`src/rtl/return_addr_stack_if.sv`:
```
// rtl/return_addr_stack_if.sv - Call/return request and counter-redirect bundle for the return-address stack
interface return_addr_stack_if #(
  parameter int AW = 26,
  parameter int PW = 3
);
  // Requests from the fetch/decode side
  logic          call;
  logic          ret;
  logic [AW-1:0] ret_addr_in;
  logic          flush;
  logic          clr_flags;

  // Redirect pair toward the program counter's load interface
  logic          load;
  logic [AW-1:0] load_val;

  // Status
  logic [AW-1:0] top_addr;
  logic [PW:0]   depth;
  logic          empty;
  logic          full;
  logic          overflow;
  logic          underflow;

  // Requester side: issues call/ret, observes redirect and status
  modport master (
    output call, ret, ret_addr_in, flush, clr_flags,
    input  load, load_val, top_addr, depth, empty, full, overflow, underflow
  );

  // Stack side
  modport slave (
    input  call, ret, ret_addr_in, flush, clr_flags,
    output load, load_val, top_addr, depth, empty, full, overflow, underflow
  );
endinterface

```
`src/rtl/return_addr_stack.sv`:
```
// rtl/return_addr_stack.sv - Circular return-address stack driving the program counter's load/load_val redirect
module return_addr_stack #(
  parameter int AW    = 26,
  parameter int DEPTH = 8,
  parameter int PW    = 3
) (
  input  logic                 clk,
  input  logic                 reset,
  return_addr_stack_if.slave   bus
);

  localparam logic [PW:0] FULL_CNT = DEPTH[PW:0];

  // Storage and registered state
  logic [AW-1:0] mem [DEPTH];
  logic [PW-1:0] tp;
  logic [PW:0]   cnt;
  logic          load_r;
  logic [AW-1:0] load_val_r;
  logic          ovf_r;
  logic          unf_r;

  // Decoded per-cycle events
  logic          is_empty;
  logic          is_full;
  logic          pop_ok;
  logic          replace;
  logic          push;
  logic          ovf_set;
  logic          unf_set;
  logic [PW-1:0] tp_nxt;
  logic [PW:0]   cnt_nxt;
  logic          wr_en;
  logic [PW-1:0] wr_idx;

  assign is_empty = (cnt == '0);
  assign is_full  = (cnt == FULL_CNT);

  // Classify this cycle's request; flush suppresses call and ret entirely.
  // A ret on a non-empty stack pops; if a call arrives with it the pushed
  // address simply replaces the popped top, so tp and depth stay put.
  // A ret on an empty stack only flags underflow and lets any call proceed.
  always_comb begin
    pop_ok  = 1'b0;
    replace = 1'b0;
    push    = 1'b0;
    ovf_set = 1'b0;
    unf_set = 1'b0;
    tp_nxt  = tp;
    cnt_nxt = cnt;
    wr_en   = 1'b0;
    wr_idx  = tp;
    if (bus.flush) begin
      cnt_nxt = '0;
    end else begin
      if (bus.ret && !is_empty) begin
        pop_ok = 1'b1;
        if (bus.call) begin
          replace = 1'b1;
          wr_en   = 1'b1;
          wr_idx  = tp;
        end else begin
          tp_nxt  = tp - 1'b1;
          cnt_nxt = cnt - 1'b1;
        end
      end else begin
        unf_set = bus.ret;
        if (bus.call) begin
          push    = 1'b1;
          tp_nxt  = tp + 1'b1;
          wr_en   = 1'b1;
          wr_idx  = tp + 1'b1;
          if (is_full) begin
            ovf_set = 1'b1;
          end else begin
            cnt_nxt = cnt + 1'b1;
          end
        end
      end
    end
  end

  // Pointer, depth, redirect pulse and sticky flags
  always_ff @(posedge clk) begin
    if (reset) begin
      tp         <= '0;
      cnt        <= '0;
      load_r     <= 1'b0;
      load_val_r <= '0;
      ovf_r      <= 1'b0;
      unf_r      <= 1'b0;
    end else begin
      tp     <= tp_nxt;
      cnt    <= cnt_nxt;
      load_r <= pop_ok;
      if (pop_ok) begin
        load_val_r <= mem[tp];
      end
      ovf_r <= (ovf_r && !bus.clr_flags) || ovf_set;
      unf_r <= (unf_r && !bus.clr_flags) || unf_set;
    end
  end

  // Entry storage; contents need no reset since depth gates every read
  always_ff @(posedge clk) begin
    if (!reset && wr_en) begin
      mem[wr_idx] <= bus.ret_addr_in;
    end
  end

  assign bus.load      = load_r;
  assign bus.load_val  = load_val_r;
  assign bus.top_addr  = is_empty ? '0 : mem[tp];
  assign bus.depth     = cnt;
  assign bus.empty     = is_empty;
  assign bus.full      = is_full;
  assign bus.overflow  = ovf_r;
  assign bus.underflow = unf_r;

endmodule

```
`src/flat_wrapper.sv`:
```
// flat-port wrapper written by rule: the top's interface ports become plain ports
module return_addr_stack_flat 
#(
  parameter int AW    = 26,
  parameter int DEPTH = 8,
  parameter int PW    = 3
)
  (clk, reset, bus_call, bus_ret, bus_ret_addr_in, bus_flush, bus_clr_flags, bus_load, bus_load_val, bus_top_addr, bus_depth, bus_empty, bus_full, bus_overflow, bus_underflow);
  return_addr_stack_if #(.AW(AW), .PW(PW)) bus_i ();
  input  logic clk;
  input  logic reset;
  input wire logic [$bits(bus_i.call)-1:0] bus_call;
  input wire logic [$bits(bus_i.ret)-1:0] bus_ret;
  input wire logic [$bits(bus_i.ret_addr_in)-1:0] bus_ret_addr_in;
  input wire logic [$bits(bus_i.flush)-1:0] bus_flush;
  input wire logic [$bits(bus_i.clr_flags)-1:0] bus_clr_flags;
  output wire logic [$bits(bus_i.load)-1:0] bus_load;
  output wire logic [$bits(bus_i.load_val)-1:0] bus_load_val;
  output wire logic [$bits(bus_i.top_addr)-1:0] bus_top_addr;
  output wire logic [$bits(bus_i.depth)-1:0] bus_depth;
  output wire logic [$bits(bus_i.empty)-1:0] bus_empty;
  output wire logic [$bits(bus_i.full)-1:0] bus_full;
  output wire logic [$bits(bus_i.overflow)-1:0] bus_overflow;
  output wire logic [$bits(bus_i.underflow)-1:0] bus_underflow;
  assign bus_i.call = bus_call;
  assign bus_i.ret = bus_ret;
  assign bus_i.ret_addr_in = bus_ret_addr_in;
  assign bus_i.flush = bus_flush;
  assign bus_i.clr_flags = bus_clr_flags;
  assign bus_load = bus_i.load;
  assign bus_load_val = bus_i.load_val;
  assign bus_top_addr = bus_i.top_addr;
  assign bus_depth = bus_i.depth;
  assign bus_empty = bus_i.empty;
  assign bus_full = bus_i.full;
  assign bus_overflow = bus_i.overflow;
  assign bus_underflow = bus_i.underflow;
  return_addr_stack #(.AW(AW), .DEPTH(DEPTH), .PW(PW)) u_core (.clk(clk), .reset(reset), .bus(bus_i));
endmodule
```
`config.mk`:
```
export PLATFORM = sky130hd
export DESIGN_NAME = return_addr_stack_flat
export DESIGN_NICKNAME = d
export VERILOG_FILES = /design/src/rtl/return_addr_stack_if.sv /design/src/rtl/return_addr_stack.sv /design/src/flat_wrapper.sv
export SDC_FILE = /design/constraint.sdc
export NUM_CORES = 1
export LEC_CHECK = 0
export BUFFER_PORTS_ARGS = -buffer_cell sky130_fd_sc_hd__buf_2
export CAP_MARGIN = 0
export CORE_UTILIZATION = 45
export DETAILED_ROUTE_END_ITERATION = 8
export GPL_TIMING_DRIVEN = 0
export SLEW_MARGIN = 10
export SYNTH_ARGS = -nofsm -noshare
export SYNTH_HDL_FRONTEND = slang
export SYNTH_SLANG_ARGS = --single-unit
```
`constraint.sdc`:
```
create_clock -name clk -period 5.7 [get_ports clk]
set_input_delay 1.14 -clock clk [delete_from_list [all_inputs] [get_ports clk]]
set_output_delay 1.14 -clock clk [all_outputs]
set_load 0.02 [all_outputs]
```
==> results of run 1 <==
==> cell usage in the layout, fill, tap and decap left out, drive strengths merged, types with 2 or more instances in the layout <==
master     n
o21ai      3
nor4       3
a21oi     10
or3        2
clkinv     8
dfxtp     39
nor2      37
a211oi     5
nand3      7
xnor2      5
o2bb2ai   26
edfxtp   208
a31oi      4
clkbuf    49
ha         3
mux4      52
nand2      4
nor2b      4
mux2i     26
buf      121
inv        7
nor3       5
==> per-layer routing <==
metal,GRT usage (%),vias up,wire [um]
li1,-,2265,-
met1,25.4,2583,8520
met2,32.0,129,10000
met3,3.21,34,1010
met4,4.95,4,386
met5,0,-,18
==> worst reg2reg max path: stages, from the launching register on <==
cell and delay [ns]:
dfxtp_1 0.34, buf_6 0.15, o41a_1 0.41, buf_6 0.16, xnor2_1 0.20, nand3_1 0.36, a211oi_4 0.56, buf_8 0.24
buf_8 0.19
==> report_power, final <==
part           internal [uW]  total [uW]  switching (uW)
Combinational           99.4         258             158
Clock                    919        1570             652
Sequential              1980        1980            7.01
==> cell families after synthesis <==
logic type / after synthesis / synth area share (%)
compound gates: 56 / 4.64
buf+inv: 37 / 1.93
xor+xnor: 6 / 0.552
flops: 247 / 73.8
mux: 78 / 15.0
fa+ha+maj: 3 / 0.394
simple gates: 67 / 3.67
==> registers in the layout, summed over array words and instances (netlist names), named ones only <==
name / count
u_core.mem: 208
u_core.bus.load_val: 26
u_core.bus.depth: 4
u_core.bus.load: 1
u_core.bus.underflow: 1
u_core.bus.overflow: 1
u_core.tp: 3
==> metrics by stage <==
stage,utilization [%],hold WS (ns),std cells,worst slack (ns),cell area [um2]
after floorplan,-,0.514,494,1.21,9520
after global placement,50.3,0.439,855,-0.904,10300
after detailed placement,51.9,0.441,867,2.12,10600
after CTS,55.7,0.461,913,1.56,11400
after global routing,55.7,0.472,913,1.41,11400
final,55.7,0.456,913,1.59,11400
==> worst max-delay path by stage <==
| stage | end | slack (ns) | cells past startpoint | startpoint |
|---|---|---|---|---|
| global route | bus_top_addr[6] | 1.41 | 5 | u_core.bus.depth[1] |
| finish | bus_top_addr[11] | 1.59 | 5 | u_core.bus.depth[0] |
| floorplan | u_core.mem[4][0] | 1.21 | 4 | reset |
| detailed placement | bus_top_addr[13] | 2.12 | 5 | u_core.bus.depth[0] |
| global placement | u_core.mem[5][11] | -0.90 | 6 | bus_flush |
| CTS | bus_top_addr[13] | 1.56 | 5 | u_core.bus.depth[0] |
==> area by class of cell <==
| type | count | area (um2) | share of cell area [%] |
|---|---|---|---|
| repair buffers | 103 | 688 | 6.02 |
| inverters | 6 | 22.5 | 0.197 |
| flip-flops and latches | 247 | 7030 | 61.5 |
| clock buffers | 36 | 717 | 6.28 |
| clock inverters | 10 | 78.8 | 0.690 |
| plain buffers | 31 | 161 | 1.41 |
| well taps | 270 | 338 | 2.96 |
| multi-input cells | 210 | 2390 | 20.9 |
==> run metrics, run 1 <==
Max Buffers Root-to-Sink 3; mapped cell area 9520 um2; Initial Util 46.5%; vias in the first global route 5135; Routed WL 19900 um; CTS sink cnt 247; maximum fanout along the worst path 10; Mapped Avg Cell Area 19.3 um2; Detailed Route Iter0 Violations 443; Tightest Pin Transition 1.26 ns; Tot GR Track Use 18.9%; Clk pin slew, worst setup/hold paths 0.06 ns; Setup violations, final 0; Critical Path, Cell by Cell buf_6, nor4_2, clkbuf_1, nor2_1, buf_2; Setup CP Type reg2out; via count 5015; max-cap violations 0; most area-consuming cells after synthesis edfxtp_1, mux4_2, dfxtp_1; Final Wtd Congestion 0.796; Startpoint Class flop; CP arrival 2.97 ns; leading area contributor after synthesis edfxtp_1; initial antenna violation count 2; register area share after synthesis 73.8%; Leak Pwr 0.00384 uW; Synth async-reset ratio 0%; diode count 0; Die H 147 um; hold_sp u_core.bus.load_val[18]; Port Buffers 91; clk_skew 0.00873 ns; EDFF count, synth 208; postcts setup bufs 0; status complete, no violations; Mapped Nets 529; grt ovf 0; Worst R2R Start u_core.bus.depth[0]; cells after synthesis 494; CTS tree yes; Wirelength per Cell 21.8 um; first-pass GRT wire length 30500 um; ANT nets after route 0; overall power 3810 uW; top_reg_cell synth edfxtp_1; fin crit period 4.11 ns; Worst EP required 4.56 ns; RSZ-0062 raised after global routing no; setup tns final 0 ns; Hold Crit Endpoint u_core.bus.load_val[18]; Final HPWL DP 12800 um; Pre-antenna DRT Iters 4; CTS Buf Count 25; final net count 659; CP endpoint kind output pin; Die Area 21700 um2; core area 20500 um2; HP Class reg2reg; share of cells above drive strength 1 35.1%; Bufs and invs on worst path 3; H-tree depth 1; WHS Path Cells 1; synth cell count leaders edfxtp_1, mux4_2, dfxtp_1; cells on worst reg2reg path 8; DIE WIDTH 147 um; post-synthesis register bit count 247; Max-slew headroom 15.3%; Hold-fix buffers, CTS 0; period utilisation layout 72.1%; area growth from synthesis to layout 20.0%; final hold viol count 0; Peak VDD IR 0.000207 V; io pins 93; power per cell area 334 nW/um2; CTS Root Cell clkbuf_16; # rows 52; synth unique cells 43; max-slew violation count 0; post_cts resized 0; crit-path leading delay family simple AND/OR/NAND/NOR gates; vias per cell 5.49; fillcell total 1588; register-to-register setup slack 2.81 ns; clk_lat worst skew 0.52 ns; Yosys top cell area share 65.6%; largest net degree at the start of global routing 23; most common cell in the netlist edfxtp_1; Synthesis Warnings 0; capturing point of the worst reg2reg path u_core.mem[1][19]; Fmax achieved 243 MHz; Critical-path top delay cell nor4_2; slowest stage delay, CP 1.04 ns; Residual DRC 0
Note: power is estimated with default switching activity, not from simulation.
==> run 2: changes to the inputs <==
Settings changed: PLACE_DENSITY set to 0.66.
Clock period 5.7 ns to 3.65 ns, I/O delays scaled along.
==> run 2 against run 1 <==
  * Clock power increased by 54%
  * Critical path depth increased by 1
  * Final cell count unchanged
  * Setup slack got worse by 1.3 ns
  * Non-clock buffer count unchanged
  * Die area unchanged
  * Flip-flop and latch count unchanged
  * Critical path type unchanged
==> run metrics, run 2 (synthesis results as in run 1) <==
io pins 93 (unchanged); Fmax achieved 295 MHz; clock share of power 40.9% (-0.3 points); CTS tree yes; commonest non-fill, non-tap cell in the layout edfxtp_1; max-slew violation count 0 (unchanged); grt ovf 0 (unchanged); fin crit period 3.39 ns; first-pass GRT wire length 30200 um (-0.95%); largest net degree at the start of global routing 22 (-4.3%); clk_skew 0.00842 ns (-0.000306 ns); via count 5050 (+0.70%); ANT nets after route 0 (unchanged); Final HPWL DP 12700 um (-1.1%); Final Wtd Congestion 0.799 (+0.40%); Hold-fix buffers, CTS 0 (unchanged); CP endpoint kind output pin; area growth from synthesis to layout 19.7%; clk_lat worst skew 0.52 ns (about the same); core area 20500 um2 (unchanged); Detailed Route Iter0 Violations 470 (+6.1%); initial antenna violation count 1 (-1); share of cells above drive strength 1 34.1% (-1.1 points); final net count 659 (unchanged); Final Util 55.6% (-0.15 points); maximum fanout along the worst path 10 (unchanged); CTS Buf Count 25 (unchanged); CTS Root Cell clkbuf_16; Pre-antenna DRT Iters 5 (+1); power per cell area 519 nW/um2 (+56%); Worst EP required 2.92 ns (-1.64 ns); Tightest Pin Transition 0.940 ns (-0.321 ns); # rows 52 (unchanged); fin worst setup slack 0.263 ns (-1.33 ns); DIE WIDTH 147 um (unchanged); switch share 21.1% (-0.32 points); postcts setup bufs 0 (unchanged); status complete, no violations; max-cap violations 0 (unchanged); Flop pwr share 52.4% (+0.4 points); RSZ-0062 raised after global routing no; Port Buffers 91 (unchanged); commonest cells after routing, fill and taps aside edfxtp_1, buf_2, mux4_2; H-tree depth 1 (unchanged); register name with the most flops u_core.mem; Setup violations, final 0 (unchanged); CTS sink cnt 247 (unchanged); diode count 0 (unchanged); Leak Pwr 0.00382 uW (-0.58%); Tot GR Track Use 18.5% (-0.33 points); Die H 147 um (unchanged); max reg flops 208 (unchanged); Peak VDD IR 0.000406 V (+96%); Max Buffers Root-to-Sink 3 (unchanged); Routed WL 19600 um (-1.8%); Startpoint Class flop; Wirelength per Cell 21.4 um (-1.8%); vias per cell 5.53 (+0.70%); vias in the first global route 5171 (+0.70%); period utilisation layout 92.8%; Setup CP Type reg2out; HP Class reg2reg; Max-slew headroom 37.4% (+22 points); Post-Place Worst Slack 0.504 ns (-1.61 ns); setup tns final 0 ns (unchanged); Residual DRC 0 (unchanged); Die Area 21700 um2 (unchanged); Comb pwr share 6.8% (about the same); final hold viol count 0 (unchanged); internal power 4670 uW (+56%); Initial Util 46.5% (unchanged); Clk pin slew, worst setup/hold paths 0.06 ns (about the same); CP arrival 2.66 ns (-0.31 ns); Switch Pwr 1250 uW (+53%)
run 2: cell types whose count changed in the layout (fill, tap and decap cells not counted), sizes merged:
| cell | delta |
|---|---|
| bufinv | +1 |
| clkbuf | -2 |
| clkinv | +1 |
run 2: power groups by stage:
stage | Clock (uW) | Sequential [uW] | Combinational, uW
2_1_floorplan | 0 | 3170 | 242
3_3_place_gp | 0 | 3160 | 378
3_5_place_dp | 0 | 3160 | 403
4_1_cts | 2480 | 3100 | 405
5_1_grt | 2580 | 3100 | 432
6_report | 2420 | 3100 | 400
run 2: layer usage:
metal	part of all wire (%)	vias up	wire length, um	global-route usage [%]
met2	51	156	9960	33.1
met4	2.1	2	410	4.12
met1	41	2592	8050	23.6
met5	0.066	-	13	0
met3	5.8	36	1130	3.24
li1	-	2264	-	-
run 2: final cells by class:
type	count	area, um2
sequential	247	7030
buffer	31	161
clock buffer	34	669
tap	270	338
multi-input combinational	210	2400
timing repair buffer	103	668
fill	1560	9100
clock inverter	12	108
inverter	6	22.5
run 2: through the flow:
| stage | std cells | hold WS (ns) | cell area (um2) | total power, uW |
|---|---|---|---|---|
| 2_1_floorplan | 494 | 0.514 | 9530 | 3410 |
| 3_3_place_gp | 855 | 0.439 | 10300 | 3540 |
| 3_5_place_dp | 867 | 0.442 | 10600 | 3560 |
| 4_1_cts | 913 | 0.461 | 11400 | 5980 |
| 5_1_grt | 913 | 0.475 | 11400 | 6110 |
| 6_report | 913 | 0.456 | 11400 | 5910 |
run 2: final timing paths:
check | endpoint | cells after the start | startpoint | slack [ns]
worst min-delay path | u_core.bus.load_val[13] | 1 | u_core.bus.load_val[13] | 0.46
worst max register to register | u_core.mem[5][11] | 8 | u_core.bus.depth[0] | 0.69
worst min register to register | u_core.bus.load_val[13] | 1 | u_core.bus.load_val[13] | 0.46
worst max-delay path | bus_top_addr[15] | 6 | flop | 0.26
run 2: critical path, stage by stage, from the launching register on:
cell	delay (ns)
dfxtp_1	0.31
clkbuf_1	0.30
clkbuf_1	0.61
mux4_2	0.40
mux2i_1	0.27
nor2_1	0.06
buf_2	0.18
run 2: timing repair:
| action | CTS | global route |
|---|---|---|
| resized for setup | 1 | 0 |
| endpoints found under the setup margin | 10 | 0 |
| hold endpoints to repair | 0 | 0 |
==> run 3: changes to the inputs <==
--- a/config.mk
+++ b/config.mk
@@ -11,3 +11,2 @@
 export DETAILED_ROUTE_END_ITERATION = 8
-export GPL_TIMING_DRIVEN = 0
 export PLACE_DENSITY = 0.66
--- a/constraint.sdc
+++ b/constraint.sdc
@@ -3,2 +3,2 @@
 set_output_delay 0.73 -clock clk [all_outputs]
-set_load 0.02 [all_outputs]
+set_load 0.05 [all_outputs]
==> run 3 against run 2 <==
  * Clock power is 3% higher
  * Critical path depth shrank 1
  * Global-route usage shrank 0.45 points
  * Setup slack gained 0.15 ns
  * Combinational power increased by 7.0%
  * Clock-buffer cell count is 3 higher
  * Total power rose by 2.1%
  * Design area is 0.82% lower
  * Die area unchanged
  * Non-clock buffer count down 18
  * First-iteration DRC count shrank 29%
  * Sequential share of layout area grew 0.57 points
  * Critical endpoint is now bus_top_addr[0]
  * Highest routed layer unchanged
==> run metrics, run 3 (synthesis results as in run 1) <==
CTS tree yes; # rows 52 (unchanged); Max Buffers Root-to-Sink 3 (unchanged); max-slew violation count 0 (unchanged); max-cap violations 0 (unchanged); via count 4916 (-2.7%); share of cells above drive strength 1 35.7% (+1.7 points); clk_lat worst skew 0.52 ns (about the same); placed cell count 849 (-2.1%); ANT nets after route 0 (unchanged); Residual DRC 0 (unchanged); CP endpoint kind output pin; Startpoint Class flop; largest net degree at the start of global routing 37 (+68%); fillcell total 1591 (+2.0%); status complete, no violations; Initial Util 46.5% (unchanged); Leak Pwr 0.00379 uW (-0.76%); grt ovf 0 (unchanged); Max-slew headroom 43.8% (+6.4 points); max reg flops 208 (unchanged); core area 20500 um2 (unchanged); final hold viol count 0 (unchanged); Final HPWL DP 11900 um (-5.9%); Worst EP required 2.92 ns (about the same); Port Buffers 92 (+1.1%); CTS Root Cell clkbuf_16; Pre-antenna DRT Iters 4 (-1); crit-path leading delay family multiplexers; Post-Place Worst Slack 0.865 ns (+0.361 ns); fin worst setup slack 0.414 ns (+0.151 ns); Setup violations, final 0 (unchanged); maximum fanout along the worst path 26 (+16); final net count 642 (-2.6%); Flop pwr share 51.7% (-0.7 points); DP Area 10500 um2 (-1.3%); vias per cell 5.48 (-0.92%); Setup CP Type reg2out; Comb pwr share 7.1% (+0.3 points); io pins 93 (unchanged); Bufs and invs on worst path 2 (-1); H-tree depth 1 (unchanged); fin area 11300 um2 (-0.82%); commonest non-fill, non-tap cell in the layout edfxtp_1; vias in the first global route 5073 (-1.9%); clk_skew 0.0142 ns (+0.00574 ns); fin crit period 3.24 ns (-0.151 ns); Die H 147 um (unchanged); clock share of power 41.2% (+0.3 points); register name with the most flops u_core.mem; Critical Path, Cell by Cell buf_12, mux4_2, mux2i_1, nor2_1, buf_2; Final Wtd Congestion 0.817 (+2.3%); final hold slack 0.460 ns (+0.00435 ns); Fmax achieved 309 MHz (+4.7%); Hold-fix buffers, CTS 0 (unchanged); setup tns final 0 ns (unchanged); postcts setup bufs 0 (unchanged); initial antenna violation count 1 (unchanged); commonest cells after routing, fill and taps aside edfxtp_1, buf_2, mux4_2; Critical-path top delay cell dfxtp_4; first-pass GRT wire length 29700 um (-1.5%); DIE WIDTH 147 um (unchanged); power per cell area 534 nW/um2 (+2.9%); slowest stage delay, CP 0.59 ns (-0.02 ns); Multi-input gate area 2400 um2 (unchanged); Tightest Pin Transition 0.843 ns (-0.0964 ns); Detailed Route Iter0 Violations 335 (-29%); Switch Pwr 1330 uW (+6.4%); fin cells 897 (-1.8%); Peak VDD IR 0.000358 V (-12%); Die Area 21700 um2 (unchanged); Wirelength per Cell 21.2 um (-1.0%); CTS Buf Count 26 (+4.0%); Clk pin slew, worst setup/hold paths 0.06 ns (about the same); CTS sink cnt 247 (unchanged); area growth from synthesis to layout 18.7%; switch share 22.0% (+0.88 points); internal power 4710 uW (+0.95%); post_cts resized 0 (-1); Tot GR Track Use 18.1% (-0.45 points); Routed WL 19000 um (-2.8%); CP arrival 2.51 ns (-0.15 ns); period utilisation layout 88.7% (-4.1 points); RSZ-0062 raised after global routing no; diode count 0 (unchanged); Seq. cell area 7030 um2 (about the same); HP Class reg2reg
==> run 3: final cells by class <==
class / count / area share (%)
Timing Repair Buffer: 116 / 6.00
Clock buffer: 37 / 6.48
Inverter: 6 / 0.199
Tap cell: 270 / 2.99
Clock inverter: 11 / 0.853
Sequential cell: 247 / 62.2
Multi-Input combinational cell: 210 / 21.2
==> run 3: power groups by stage <==
| stage | combinational (uW) | sequential (uW) | clock, uW |
|---|---|---|---|
| 4_1_cts | 433 | 3120 | 2550 |
| 3_5_place_dp | 432 | 3180 | 0 |
| 6_report | 428 | 3120 | 2490 |
| 3_3_place_gp | 424 | 3180 | 0 |
| 5_1_grt | 458 | 3130 | 2670 |
| 2_1_floorplan | 284 | 3190 | 0 |
==> run 3: final timing paths <==
| path | startpoint | endpoint | slack, ns | depth (start not counted) |
|---|---|---|---|---|
| worst min register to register | u_core.bus.load_val[7] | u_core.bus.load_val[7] | 0.46 | 1 |
| worst max register to register | u_core.bus.depth[0] | u_core.mem[1][23] | 1.00 | 6 |
| worst min-delay path | u_core.bus.load_val[7] | u_core.bus.load_val[7] | 0.46 | 1 |
| worst max-delay path | flop | bus_top_addr[0] | 0.41 | 5 |
==> run 3: metal layers <==
metal | global-route usage (%) | routed length (um)
met5 | 0 | 13
met4 | 3.56 | 198
met3 | 3.12 | 1150
met2 | 29.7 | 9330
met1 | 25.6 | 8340
==> run 3: worst reg2reg max path, stage by stage (launching register included) <==
cell      delay (ns)
dfxtp_1         0.44
o41a_1          0.50
buf_4           0.20
nor3_4          0.22
nand3_1         0.26
a211oi_4        0.32
buf_4           0.38
==> run 3: through the flow <==
stage / total power (uW) / utilization, %
after floorplan: 3470 / -
after global placement: 3600 / 51.1
after detailed placement: 3610 / 51.1
after CTS: 6110 / 55.1
after global routing: 6260 / 55.1
final: 6040 / 55.1
